==> src/rtl/clk_en_pkg.sv <==
// Shared definitions for the clock-enable scheduler: config FSM encoding
// and the smallest legal divisor.
package clk_en_pkg;

  typedef enum logic [1:0] {
    ST_IDLE  = 2'd0,
    ST_WRITE = 2'd1,
    ST_ALIGN = 2'd2
  } cfg_state_e;

  localparam int DIV_MIN = 1;

endpackage

==> src/rtl/clk_en_scheduler_if.sv <==
// Configuration valid/ready port of the clock-enable scheduler.
interface clk_en_scheduler_if #(
  parameter int CH_W      = 2,
  parameter int CNT_WIDTH = 16
);

  logic                 cfg_valid;
  logic                 cfg_ready;
  logic [CH_W-1:0]      cfg_ch;
  logic [CNT_WIDTH-1:0] cfg_div;
  logic                 cfg_align;
  logic                 cfg_err;

  modport master (
    output cfg_valid, cfg_ch, cfg_div, cfg_align,
    input  cfg_ready, cfg_err
  );

  modport slave (
    input  cfg_valid, cfg_ch, cfg_div, cfg_align,
    output cfg_ready, cfg_err
  );

endinterface

==> src/rtl/clk_en_channel.sv <==
// One divide-by-N tick generator: divisor register, down-counter and
// registered clk_en pulse, restartable in phase by align.
module clk_en_channel #(
  parameter int CNT_WIDTH   = 16,
  parameter int DEFAULT_DIV = 2
) (
  input  logic                 in_clk,
  input  logic                 reset_n,
  input  logic                 enable,
  input  logic                 run,
  input  logic                 align,
  input  logic                 wr,
  input  logic [CNT_WIDTH-1:0] wr_div,
  output logic                 clk_en
);

  logic [CNT_WIDTH-1:0] div_r;
  logic [CNT_WIDTH-1:0] cnt_r;
  logic [CNT_WIDTH-1:0] reload_s;
  logic                 started_r;
  logic                 clk_en_r;

  assign reload_s = div_r - CNT_WIDTH'(1);
  assign clk_en   = clk_en_r;

  // Divisor register, written by the config FSM
  always_ff @(posedge in_clk or negedge reset_n) begin
    if (!reset_n) begin
      div_r <= CNT_WIDTH'(DEFAULT_DIV);
    end else if (wr) begin
      div_r <= wr_div;
    end
  end

  // Period counter; started_r marks the first active cycle since run rose so
  // that pausing enable resumes the interrupted period instead of reloading
  always_ff @(posedge in_clk or negedge reset_n) begin
    if (!reset_n) begin
      cnt_r     <= CNT_WIDTH'(0);
      started_r <= 1'b0;
      clk_en_r  <= 1'b0;
    end else if (!run) begin
      cnt_r     <= CNT_WIDTH'(0);
      started_r <= 1'b0;
      clk_en_r  <= 1'b0;
    end else if (!enable) begin
      clk_en_r  <= 1'b0;
    end else if (!started_r || align) begin
      cnt_r     <= reload_s;
      started_r <= 1'b1;
      clk_en_r  <= 1'b0;
    end else if (cnt_r == CNT_WIDTH'(0)) begin
      cnt_r     <= reload_s;
      clk_en_r  <= 1'b1;
    end else begin
      cnt_r     <= cnt_r - CNT_WIDTH'(1);
      clk_en_r  <= 1'b0;
    end
  end

endmodule

==> src/rtl/clk_en_scheduler.sv <==
// Multi-channel clock-enable scheduler: NUM_CH programmable tick channels
// plus the config FSM that validates and applies divisor writes.
module clk_en_scheduler
  import clk_en_pkg::*;
#(
  parameter int NUM_CH      = 4,
  parameter int CNT_WIDTH   = 16,
  parameter int DEFAULT_DIV = 2,
  parameter int CH_W        = (NUM_CH > 1) ? $clog2(NUM_CH) : 1
) (
  input  logic                in_clk,
  input  logic                reset_n,
  input  logic                enable,
  input  logic [NUM_CH-1:0]   ch_run,
  clk_en_scheduler_if.slave   cfg,
  output logic                busy,
  output logic [NUM_CH-1:0]   clk_en
);

  localparam logic [CH_W:0] CH_LIMIT = (CH_W+1)'(NUM_CH);

  cfg_state_e           state_r;
  cfg_state_e           state_s;
  logic [CH_W-1:0]      hold_ch_r;
  logic [CNT_WIDTH-1:0] hold_div_r;
  logic                 hold_align_r;
  logic                 err_r;
  logic                 accept_s;
  logic                 bad_s;
  logic                 wr_s;
  logic                 align_s;
  logic [NUM_CH-1:0]    wr_ch_s;

  assign accept_s      = (state_r == ST_IDLE) && cfg.cfg_valid;
  assign bad_s         = (cfg.cfg_div < CNT_WIDTH'(DIV_MIN)) ||
                         ({1'b0, cfg.cfg_ch} >= CH_LIMIT);
  assign align_s       = (state_r == ST_ALIGN);
  assign cfg.cfg_ready = (state_r == ST_IDLE);
  assign cfg.cfg_err   = err_r;
  assign busy          = (state_r != ST_IDLE);

  // Next-state logic; err_r doubles as the "reject" flag during WRITE
  always_comb begin
    state_s = state_r;
    wr_s    = 1'b0;
    case (state_r)
      ST_IDLE: begin
        if (cfg.cfg_valid) begin
          state_s = ST_WRITE;
        end else begin
          state_s = ST_IDLE;
        end
      end
      ST_WRITE: begin
        if (err_r) begin
          state_s = ST_IDLE;
        end else if (hold_align_r) begin
          state_s = ST_ALIGN;
          wr_s    = 1'b1;
        end else begin
          state_s = ST_IDLE;
          wr_s    = 1'b1;
        end
      end
      ST_ALIGN: state_s = ST_IDLE;
      default:  state_s = ST_IDLE;
    endcase
  end

  // Channel write-strobe decode
  always_comb begin
    wr_ch_s = '0;
    for (int i = 0; i < NUM_CH; i++) begin
      wr_ch_s[i] = wr_s && (hold_ch_r == CH_W'(i));
    end
  end

  // FSM state, holding registers and the registered reject pulse
  always_ff @(posedge in_clk or negedge reset_n) begin
    if (!reset_n) begin
      state_r      <= ST_IDLE;
      hold_ch_r    <= CH_W'(0);
      hold_div_r   <= CNT_WIDTH'(0);
      hold_align_r <= 1'b0;
      err_r        <= 1'b0;
    end else begin
      state_r <= state_s;
      err_r   <= accept_s && bad_s;
      if (accept_s) begin
        hold_ch_r    <= cfg.cfg_ch;
        hold_div_r   <= cfg.cfg_div;
        hold_align_r <= cfg.cfg_align;
      end
    end
  end

  for (genvar g = 0; g < NUM_CH; g++) begin : g_ch
    clk_en_channel #(
      .CNT_WIDTH   (CNT_WIDTH),
      .DEFAULT_DIV (DEFAULT_DIV)
    ) u_ch (
      .in_clk  (in_clk),
      .reset_n (reset_n),
      .enable  (enable),
      .run     (ch_run[g]),
      .align   (align_s),
      .wr      (wr_ch_s[g]),
      .wr_div  (hold_div_r),
      .clk_en  (clk_en[g])
    );
  end

endmodule

==> src/flat_wrapper.sv <==
// flat-port wrapper written by rule: the top's interface ports become plain ports
module clk_en_scheduler_flat import clk_en_pkg::*;
#(
  parameter int NUM_CH      = 4,
  parameter int CNT_WIDTH   = 16,
  parameter int DEFAULT_DIV = 2,
  parameter int CH_W        = (NUM_CH > 1) ? $clog2(NUM_CH) : 1
)
  (in_clk, reset_n, enable, ch_run, busy, clk_en, cfg_cfg_valid, cfg_cfg_ch, cfg_cfg_div, cfg_cfg_align, cfg_cfg_ready, cfg_cfg_err);
  clk_en_scheduler_if #(.CH_W(CH_W), .CNT_WIDTH(CNT_WIDTH)) cfg_i ();
  input  logic in_clk;
  input  logic reset_n;
  input  logic enable;
  input  logic [NUM_CH-1:0] ch_run;
  output logic busy;
  output logic [NUM_CH-1:0] clk_en;
  input wire logic [$bits(cfg_i.cfg_valid)-1:0] cfg_cfg_valid;
  input wire logic [$bits(cfg_i.cfg_ch)-1:0] cfg_cfg_ch;
  input wire logic [$bits(cfg_i.cfg_div)-1:0] cfg_cfg_div;
  input wire logic [$bits(cfg_i.cfg_align)-1:0] cfg_cfg_align;
  output wire logic [$bits(cfg_i.cfg_ready)-1:0] cfg_cfg_ready;
  output wire logic [$bits(cfg_i.cfg_err)-1:0] cfg_cfg_err;
  assign cfg_i.cfg_valid = cfg_cfg_valid;
  assign cfg_i.cfg_ch = cfg_cfg_ch;
  assign cfg_i.cfg_div = cfg_cfg_div;
  assign cfg_i.cfg_align = cfg_cfg_align;
  assign cfg_cfg_ready = cfg_i.cfg_ready;
  assign cfg_cfg_err = cfg_i.cfg_err;
  clk_en_scheduler #(.NUM_CH(NUM_CH), .CNT_WIDTH(CNT_WIDTH), .DEFAULT_DIV(DEFAULT_DIV), .CH_W(CH_W)) u_core (.in_clk(in_clk), .reset_n(reset_n), .enable(enable), .ch_run(ch_run), .cfg(cfg_i), .busy(busy), .clk_en(clk_en));
endmodule
==> config.mk <==
export PLATFORM = sky130hd
export DESIGN_NAME = clk_en_scheduler_flat
export DESIGN_NICKNAME = d
export VERILOG_FILES = /design/src/rtl/clk_en_pkg.sv /design/src/rtl/clk_en_scheduler_if.sv /design/src/rtl/clk_en_channel.sv /design/src/rtl/clk_en_scheduler.sv /design/src/flat_wrapper.sv
export SDC_FILE = /design/constraint.sdc
export NUM_CORES = 1
export LEC_CHECK = 0
export ABC_CLOCK_PERIOD_IN_PS = 7150
export BUFFER_PORTS_ARGS = -buffer_cell sky130_fd_sc_hd__buf_2
export CAP_MARGIN = 40
export CORE_UTILIZATION = 45
export CTS_CLUSTER_DIAMETER = 120
export DETAILED_ROUTE_END_ITERATION = 16
export HOLD_SLACK_MARGIN = 0.05
export PLACE_DENSITY = 0.72
export SLEW_MARGIN = 20
export SYNTH_ARGS = -nofsm -noshare
export SYNTH_HDL_FRONTEND = slang
export SYNTH_SLANG_ARGS = --single-unit
==> constraint.sdc <==
create_clock -name in_clk -period 7.15 [get_ports in_clk]
set_input_delay 0.3575 -clock in_clk [delete_from_list [all_inputs] [get_ports in_clk]]
set_output_delay 0.3575 -clock in_clk [all_outputs]
set_load 0.05 [all_outputs]
==> impl_metrics.env, run 1 <==
export IMPL_run_status="finished, final reports clean"
export IMPL_p_per_area_nw_per_um2=409
export IMPL_wl_per_cell_um=17.1
export IMPL_ys_async_sr_fraction_pct=100
export IMPL_crit_path_cell_trace="or4_1, nor3_1, a31o_2, o21ai_0, a311o_1"
export IMPL_met1_usage_pct=31.4
export IMPL_grt_pass1_wl_mm=34.3
export IMPL_clockBufferDepth=2
export IMPL_overflow=0
export IMPL_clock_power_share_pct=21.8
export IMPL_yosysWarnings=0
export IMPL_vias=7179
export IMPL_syn_inst=930
export IMPL_cts_buffers=17
export IMPL_grt_pass1_vias=6615
export IMPL_swShare_pct=39.6
export IMPL_hp_start="cfg_cfg_align"
export IMPL_grt_use_met3_pct=3.70
export IMPL_grt_max_degree=78
export IMPL_syn_area_um2=8880
export IMPL_seq_power_share_pct=40.7
export IMPL_synth_avg_cell_area_um2=9.55
export IMPL_drc=0
export IMPL_setup_tns_ps=0
export IMPL_startpoint_type="flop"
export IMPL_yosys_top_cells_area="dfrtp_1 (43%), mux2_2 (10%), o21ai_0 (3.8%)"
export IMPL_nFillCells=1796
export IMPL_switching_power_mw=1.59
export IMPL_crit_path_top_delay_cell="or4_1"
export IMPL_setup_viol=0
export IMPL_clk_pin_slew_ps=60
export IMPL_crit_family="compound AO/OA/AOI/OAI gates"
export IMPL_h_tree_depth=4
export IMPL_synth_nets=969
export IMPL_gp_congestion=0.843
export IMPL_synth_flop_cell="dfrtp_1"
export IMPL_clock_latency_ps=420
export IMPL_post_cts_buffers=0
export IMPL_die_h_um=142
export IMPL_cts_resized=0
export IMPL_grt_busiest_layer="met2"
export IMPL_synth_largest_area_cell="dfrtp_1"
export IMPL_hold_class="input pin to flop"
export IMPL_regToRegSetupSlack_ps=4530
export IMPL_yosysSeqAreaShare_pct=44.6
export IMPL_holdWs_ps=167
export IMPL_synth_common_cells="dfrtp_1 (154), mux2_2 (79), nor2_1 (73)"
export IMPL_routed_wl_mm=20.9
export IMPL_synthToLayoutAreaGrowth_pct=10.4
export IMPL_cts_hold_repair_buffers=1
export IMPL_diodes=0
export IMPL_die_area_um2=20300
export IMPL_relSlewSlack_pct=42.2
export IMPL_root_buffer="clkbuf_16"
export IMPL_dr_first_iter_drc_count=621
export IMPL_cts_tree="built"
export IMPL_synth_seq_cells=158
export IMPL_core_um2=19400
export IMPL_portBuffers=33
export IMPL_finalClockSkew_ps=9.45
export IMPL_drive_gt1_share_pct=18.1
export IMPL_rsz0062_at_grt="no"
export IMPL_dp_cells=1187
export IMPL_place_area_um2=9210
export IMPL_nets=983
export IMPL_antenna_found_initial=0
export IMPL_final_cells=1222
export IMPL_cpPeakStageDelay_ps=660
export IMPL_ir_worst_vdd_mv=0.208
export IMPL_hpwl_mm=14.1
export IMPL_r2r_end="u_core.g_ch[1].u_ch.cnt_r[12]"
export IMPL_synth_most_common_cell="dfrtp_1"
export IMPL_synth_edf_count=0
export IMPL_worst_setup_path_type="flop to flop"
export IMPL_postLayoutCellArea_um2=9800
export IMPL_end_kind="flop"
export IMPL_combPwrFrac_pct=37.5
export IMPL_ant_nets=0
export IMPL_leakagePower_nw=4.04
export IMPL_synth_top_area_share_pct=43.4
export IMPL_viasPerCell=5.87
export IMPL_slew_violations=0
export IMPL_grtUsageMet2_pct=32.9
export IMPL_grt_use_total_pct=21.8
export IMPL_r2r_cells=5
export IMPL_num_io_pins=34
export IMPL_cts_sinks=158
export IMPL_crit_buf_inv=0
export IMPL_finalCritPeriodShare_pct=36.7
export IMPL_chipWidth_um=142
export IMPL_seq_area_um2=3960
export IMPL_fmax_mhz=382
export IMPL_power_internal_mw=2.42
export IMPL_max_cap_viol_count=0
export IMPL_rows=51
export IMPL_required_ps=7450
export IMPL_multiInputGateArea_um2=4600
export IMPL_final_util_pct=50.5
export IMPL_critPathMaxFanout=28
export IMPL_synth_distinct_cells=68
export IMPL_firstDrtPassIters=5
export IMPL_hold_viol=0
export IMPL_initial_core_util_pct=45.8
export IMPL_finalCriticalPeriod_ps=2620
export IMPL_worst_pin_slew_ps=865
export IMPL_hold_depth=2
export IMPL_reg2reg_from="u_core.g_ch[1].u_ch.cnt_r[7]"
export IMPL_hold_end="u_core.hold_align_r"
export IMPL_arrival_ps=2920
[worst max path at each step]
stage / startpoint / end / slack (ps) / cells after the start
after floorplan: u_core.g_ch[0].u_ch.cnt_r[7] / u_core.g_ch[0].u_ch.cnt_r[1] / 4840 / 8
after global placement: enable / u_core.g_ch[0].u_ch.cnt_r[14] / 4350 / 7
after detailed placement: enable / u_core.g_ch[0].u_ch.cnt_r[12] / 4200 / 8
after CTS: u_core.g_ch[1].u_ch.cnt_r[7] / u_core.g_ch[1].u_ch.cnt_r[12] / 4560 / 5
after global routing: u_core.g_ch[3].u_ch.cnt_r[3] / u_core.g_ch[3].u_ch.cnt_r[4] / 4370 / 5
final: u_core.g_ch[1].u_ch.cnt_r[7] / u_core.g_ch[1].u_ch.cnt_r[12] / 4530 / 5
[layout by cell type, fill, tap and decap left out, drive strengths merged, types with 12 or more instances in the layout]
cell	synthesis	final
a21oi	42	42
a32o	12	12
buf	19	42
clkbuf	29	22
dfrtp	154	154
ha	12	12
inv	22	22
mux2	79	79
nand2	71	71
nand3	37	37
nor2	73	73
nor3	60	60
nor4	32	32
o21ai	87	87
or3	18	18
or4	19	19
xnor2	20	20
xor2	28	28
[kinds of logic (layout without fill, tap and decap cells)]
logic type,after synthesis,in the layout,share of synthesized area [%]
DFF,158,158,44.6
AOI/OAI and AO/OA,201,201,14.1
buffers and inverters,71,98,3.69
xor gates and xnor gates,48,48,4.73
adders and majority gates,12,12,1.69
and+or+nand+nor,359,359,21.0
muxes,81,81,10.2
[cell type report]
| class | instances | area share, % |
|---|---|---|
| Clock inverter | 10 | 1.19 |
| Clock buffer | 22 | 4.53 |
| Inverter | 23 | 0.881 |
| Sequential cell | 158 | 40.4 |
| Multi-Input combinational cell | 701 | 46.9 |
| Tap cell | 265 | 3.38 |
| Timing Repair Buffer | 43 | 2.74 |
[flip-flops by register name (all words and copies together) (netlist names)]
name / flops
u_core.g_ch.u_ch.cnt_r: 64
u_core.g_ch.u_ch.div_r: 64
u_core.hold_div_r: 16
u_core.g_ch.u_ch.clk_en: 4
u_core.g_ch.u_ch.started_r: 4
u_core.hold_ch_r: 2
u_core.state_r: 2
u_core.cfg.cfg_err: 1
u_core.hold_align_r: 1
[power groups by stage]
stage | clock (mW) | combinational, mW | sequential (mW)
final | 0.873 | 1.51 | 1.63
after CTS | 0.888 | 1.50 | 1.62
after floorplan | 0 | 1.22 | 1.50
after global placement | 0 | 1.46 | 1.62
after detailed placement | 0 | 1.48 | 1.64
after global routing | 0.926 | 1.67 | 1.68
[metrics by stage]
step / setup slack, ps / power, mW
finish: 4530 / 4.01
global route: 4370 / 4.28
CTS: 4560 / 4.01
detailed placement: 4200 / 3.12
global placement: 4350 / 3.08
floorplan: 4840 / 2.72
[metal layers]
metal	vias up	routed length [um]
met5	-	0
met4	0	337
met3	24	997
met2	209	9510
met1	3506	10000
li1	3440	-
(Power assumes the default switching activity.)
==> run 2: changes to the inputs <==
Settings changed: ABC_CLOCK_PERIOD_IN_PS 7150 to 2300, PLACE_DENSITY 0.72 to 0.74.
Clock period 7.15 ns to 2.3 ns, I/O delays scaled along.
==> run 2 against run 1 <==
Effect of this change:
- hold slack got worse by 77 ps
- final cell count rose by 8.8%
- non-clock buffer count rose by 105
- die area did not move
- clock power rose to 3.2 times the previous value
- core utilization rose by 5.7 points
- global-route usage rose by 2.3 points
- fmax rose by 15%
- sequential power rose to 3.1 times the previous value
- clock skew rose by 0.78 ps
- cell area rose by 11%
==> impl_metrics.env, run 2 (synthesized netlist as in run 1, its figures left out) <==
export IMPL_synthToLayoutAreaGrowth_pct=22.9
export IMPL_max_cap_viol_count=0
export IMPL_hold_class="input pin to flop"
export IMPL_p_per_area_nw_per_um2=1260
export IMPL_drive_gt1_share_pct=27.8
export IMPL_cts_sinks=158
export IMPL_rows=51
export IMPL_required_ps=2670
export IMPL_core_um2=19400
export IMPL_startpoint_type="flop"
export IMPL_switching_power_mw=5.45
export IMPL_cts_tree="built"
export IMPL_clock_latency_ps=430
export IMPL_seq_power_share_pct=36.4
export IMPL_cts_buffers=17
export IMPL_wl_per_cell_um=17.8
export IMPL_chipWidth_um=142
export IMPL_clock_power_share_pct=20.2
export IMPL_finalClockSkew_ps=10.2
export IMPL_worst_setup_path_type="flop to flop"
export IMPL_fmax_mhz=439
export IMPL_r2r_cells=7
export IMPL_drc=0
export IMPL_critPathLaunch="u_core.g_ch[0].u_ch.cnt_r[9]"
export IMPL_power_internal_mw=8.26
export IMPL_final_cell_mix="dfrtp_1 (154), buf_4 (86), mux2_2 (79), nor2_1 (72), nand2_1 (71)"
export IMPL_setup_tns_ps=0
export IMPL_end_kind="flop"
export IMPL_root_buffer="clkbuf_16"
export IMPL_leakagePower_nw=4.61
export IMPL_routed_wl_mm=23.6
export IMPL_clockBufferDepth=2
export IMPL_crit_path_end="u_core.g_ch[0].u_ch.cnt_r[15]"
export IMPL_arrival_ps=2650
export IMPL_hpwl_mm=15.3
export IMPL_diodes=0
export IMPL_grt_pass1_wl_mm=38.0
export IMPL_h_tree_depth=4
export IMPL_place_area_um2=9780
export IMPL_antenna_found_initial=0
export IMPL_rsz0062_at_grt="yes"
export IMPL_swShare_pct=39.7
export IMPL_portBuffers=33
export IMPL_hold_viol=0
export IMPL_slew_violations=0
export IMPL_ir_worst_vdd_mv=0.805
export IMPL_r2r_end="u_core.g_ch[0].u_ch.cnt_r[15]"
export IMPL_initial_core_util_pct=45.8
export IMPL_viasPerCell=5.87
export IMPL_firstDrtPassIters=5
export IMPL_gp_congestion=0.875
export IMPL_finalCritPeriodShare_pct=99.1
export IMPL_nets=1090
export IMPL_reg2reg_from="u_core.g_ch[0].u_ch.cnt_r[9]"
export IMPL_relSlewSlack_pct=58.4
export IMPL_postLayoutCellArea_um2=10900
export IMPL_die_area_um2=20300
export IMPL_final_common_cell="dfrtp_1"
export IMPL_num_io_pins=34
export IMPL_overflow=0
export IMPL_grt_max_degree=64
export IMPL_die_h_um=142
export IMPL_clk_pin_slew_ps=60
export IMPL_regToRegSetupSlack_ps=20
export IMPL_final_cells=1329
export IMPL_run_status="finished, final reports clean"
export IMPL_worst_pin_slew_ps=623
export IMPL_ant_nets=0
export IMPL_grt_use_total_pct=24.1
export IMPL_dr_first_iter_drc_count=767
export IMPL_top_regs="u_core.g_ch.u_ch.cnt_r x64, u_core.g_ch.u_ch.div_r x64, u_core.hold_div_r x16"
export IMPL_setup_viol=0
export IMPL_vias=7801
export IMPL_finalCriticalPeriod_ps=2280
export IMPL_critPathMaxFanout=8
export IMPL_combPwrFrac_pct=43.4
export IMPL_dp_cells=1260
export IMPL_power_total_mw=13.7
export IMPL_grt_pass1_vias=7519
export IMPL_final_util_pct=56.3
## run 2: per-stage QoR
step           hold WS [ps]  setup WS (ps)
6_report               90.0           20.4
5_1_grt                76.0          -45.4
3_3_place_gp            135          -4.09
4_1_cts                69.2          -21.1
3_5_place_dp            144          -42.0
2_1_floorplan          -181           3.97
## run 2: worst min-delay path by stage
stage,start,to,depth (start not counted)
2_1_floorplan,reset_n,u_core.cfg.cfg_err,0
3_3_place_gp,reset_n,u_core.g_ch[1].u_ch.cnt_r[15],1
3_5_place_dp,reset_n,u_core.g_ch[1].u_ch.cnt_r[15],1
4_1_cts,ch_run[2],u_core.g_ch[2].u_ch.started_r,2
5_1_grt,ch_run[2],u_core.g_ch[2].u_ch.started_r,2
6_report,ch_run[2],u_core.g_ch[2].u_ch.started_r,2
## run 2: power by group through the flow
| stage | clock network [mW] | registers, mW | logic, mW |
|---|---|---|---|
| floorplan | 0 | 4.65 | 3.81 |
| global placement | 0 | 4.88 | 5.34 |
| detailed placement | 0 | 4.94 | 5.48 |
| CTS | 2.80 | 4.91 | 5.67 |
| global route | 2.91 | 5.13 | 6.53 |
| finish | 2.77 | 4.99 | 5.95 |
## run 2: timing repair
item / CTS / global route
hold endpoints to repair: 86 / 0
setup buffers: 8 / 5
gates cloned: 2 / 0
hold buffers: 24 / 0
pin swaps: 4 / 8
setup endpoints to repair: 13 / 43
gates resized for setup: 9 / 39
## run 2: layout make-up
cell class                      count  area (um^2)
Clock inverter                     13          129
Fill cell                        1668         8480
Multi-Input combinational cell    703         4830
Sequential cell                   158         3960
Timing Repair Buffer              148         1140
Tap cell                          265          332
Inverter                           23         86.3
Clock buffer                       19          443
## run 2: layer usage
| layer | vias up | part of all wire [%] | global-route usage (%) |
|---|---|---|---|
| met2 | 229 | 49 | 38.9 |
| met3 | 45 | 4.8 | 4.27 |
| met5 | - | 0 | 0 |
| li1 | 3660 | - | - |
| met4 | 0 | 2.1 | 9.68 |
| met1 | 3867 | 45 | 32.0 |
## run 2: critical path, cell delays in order (launching register included)
cell and delay, ps:
dfrtp_1 380, or4_4 590, or4_4 630, nor2b_4 210, buf_6 140, a21oi_4 110, o21ai_2 60, a21oi_2 90
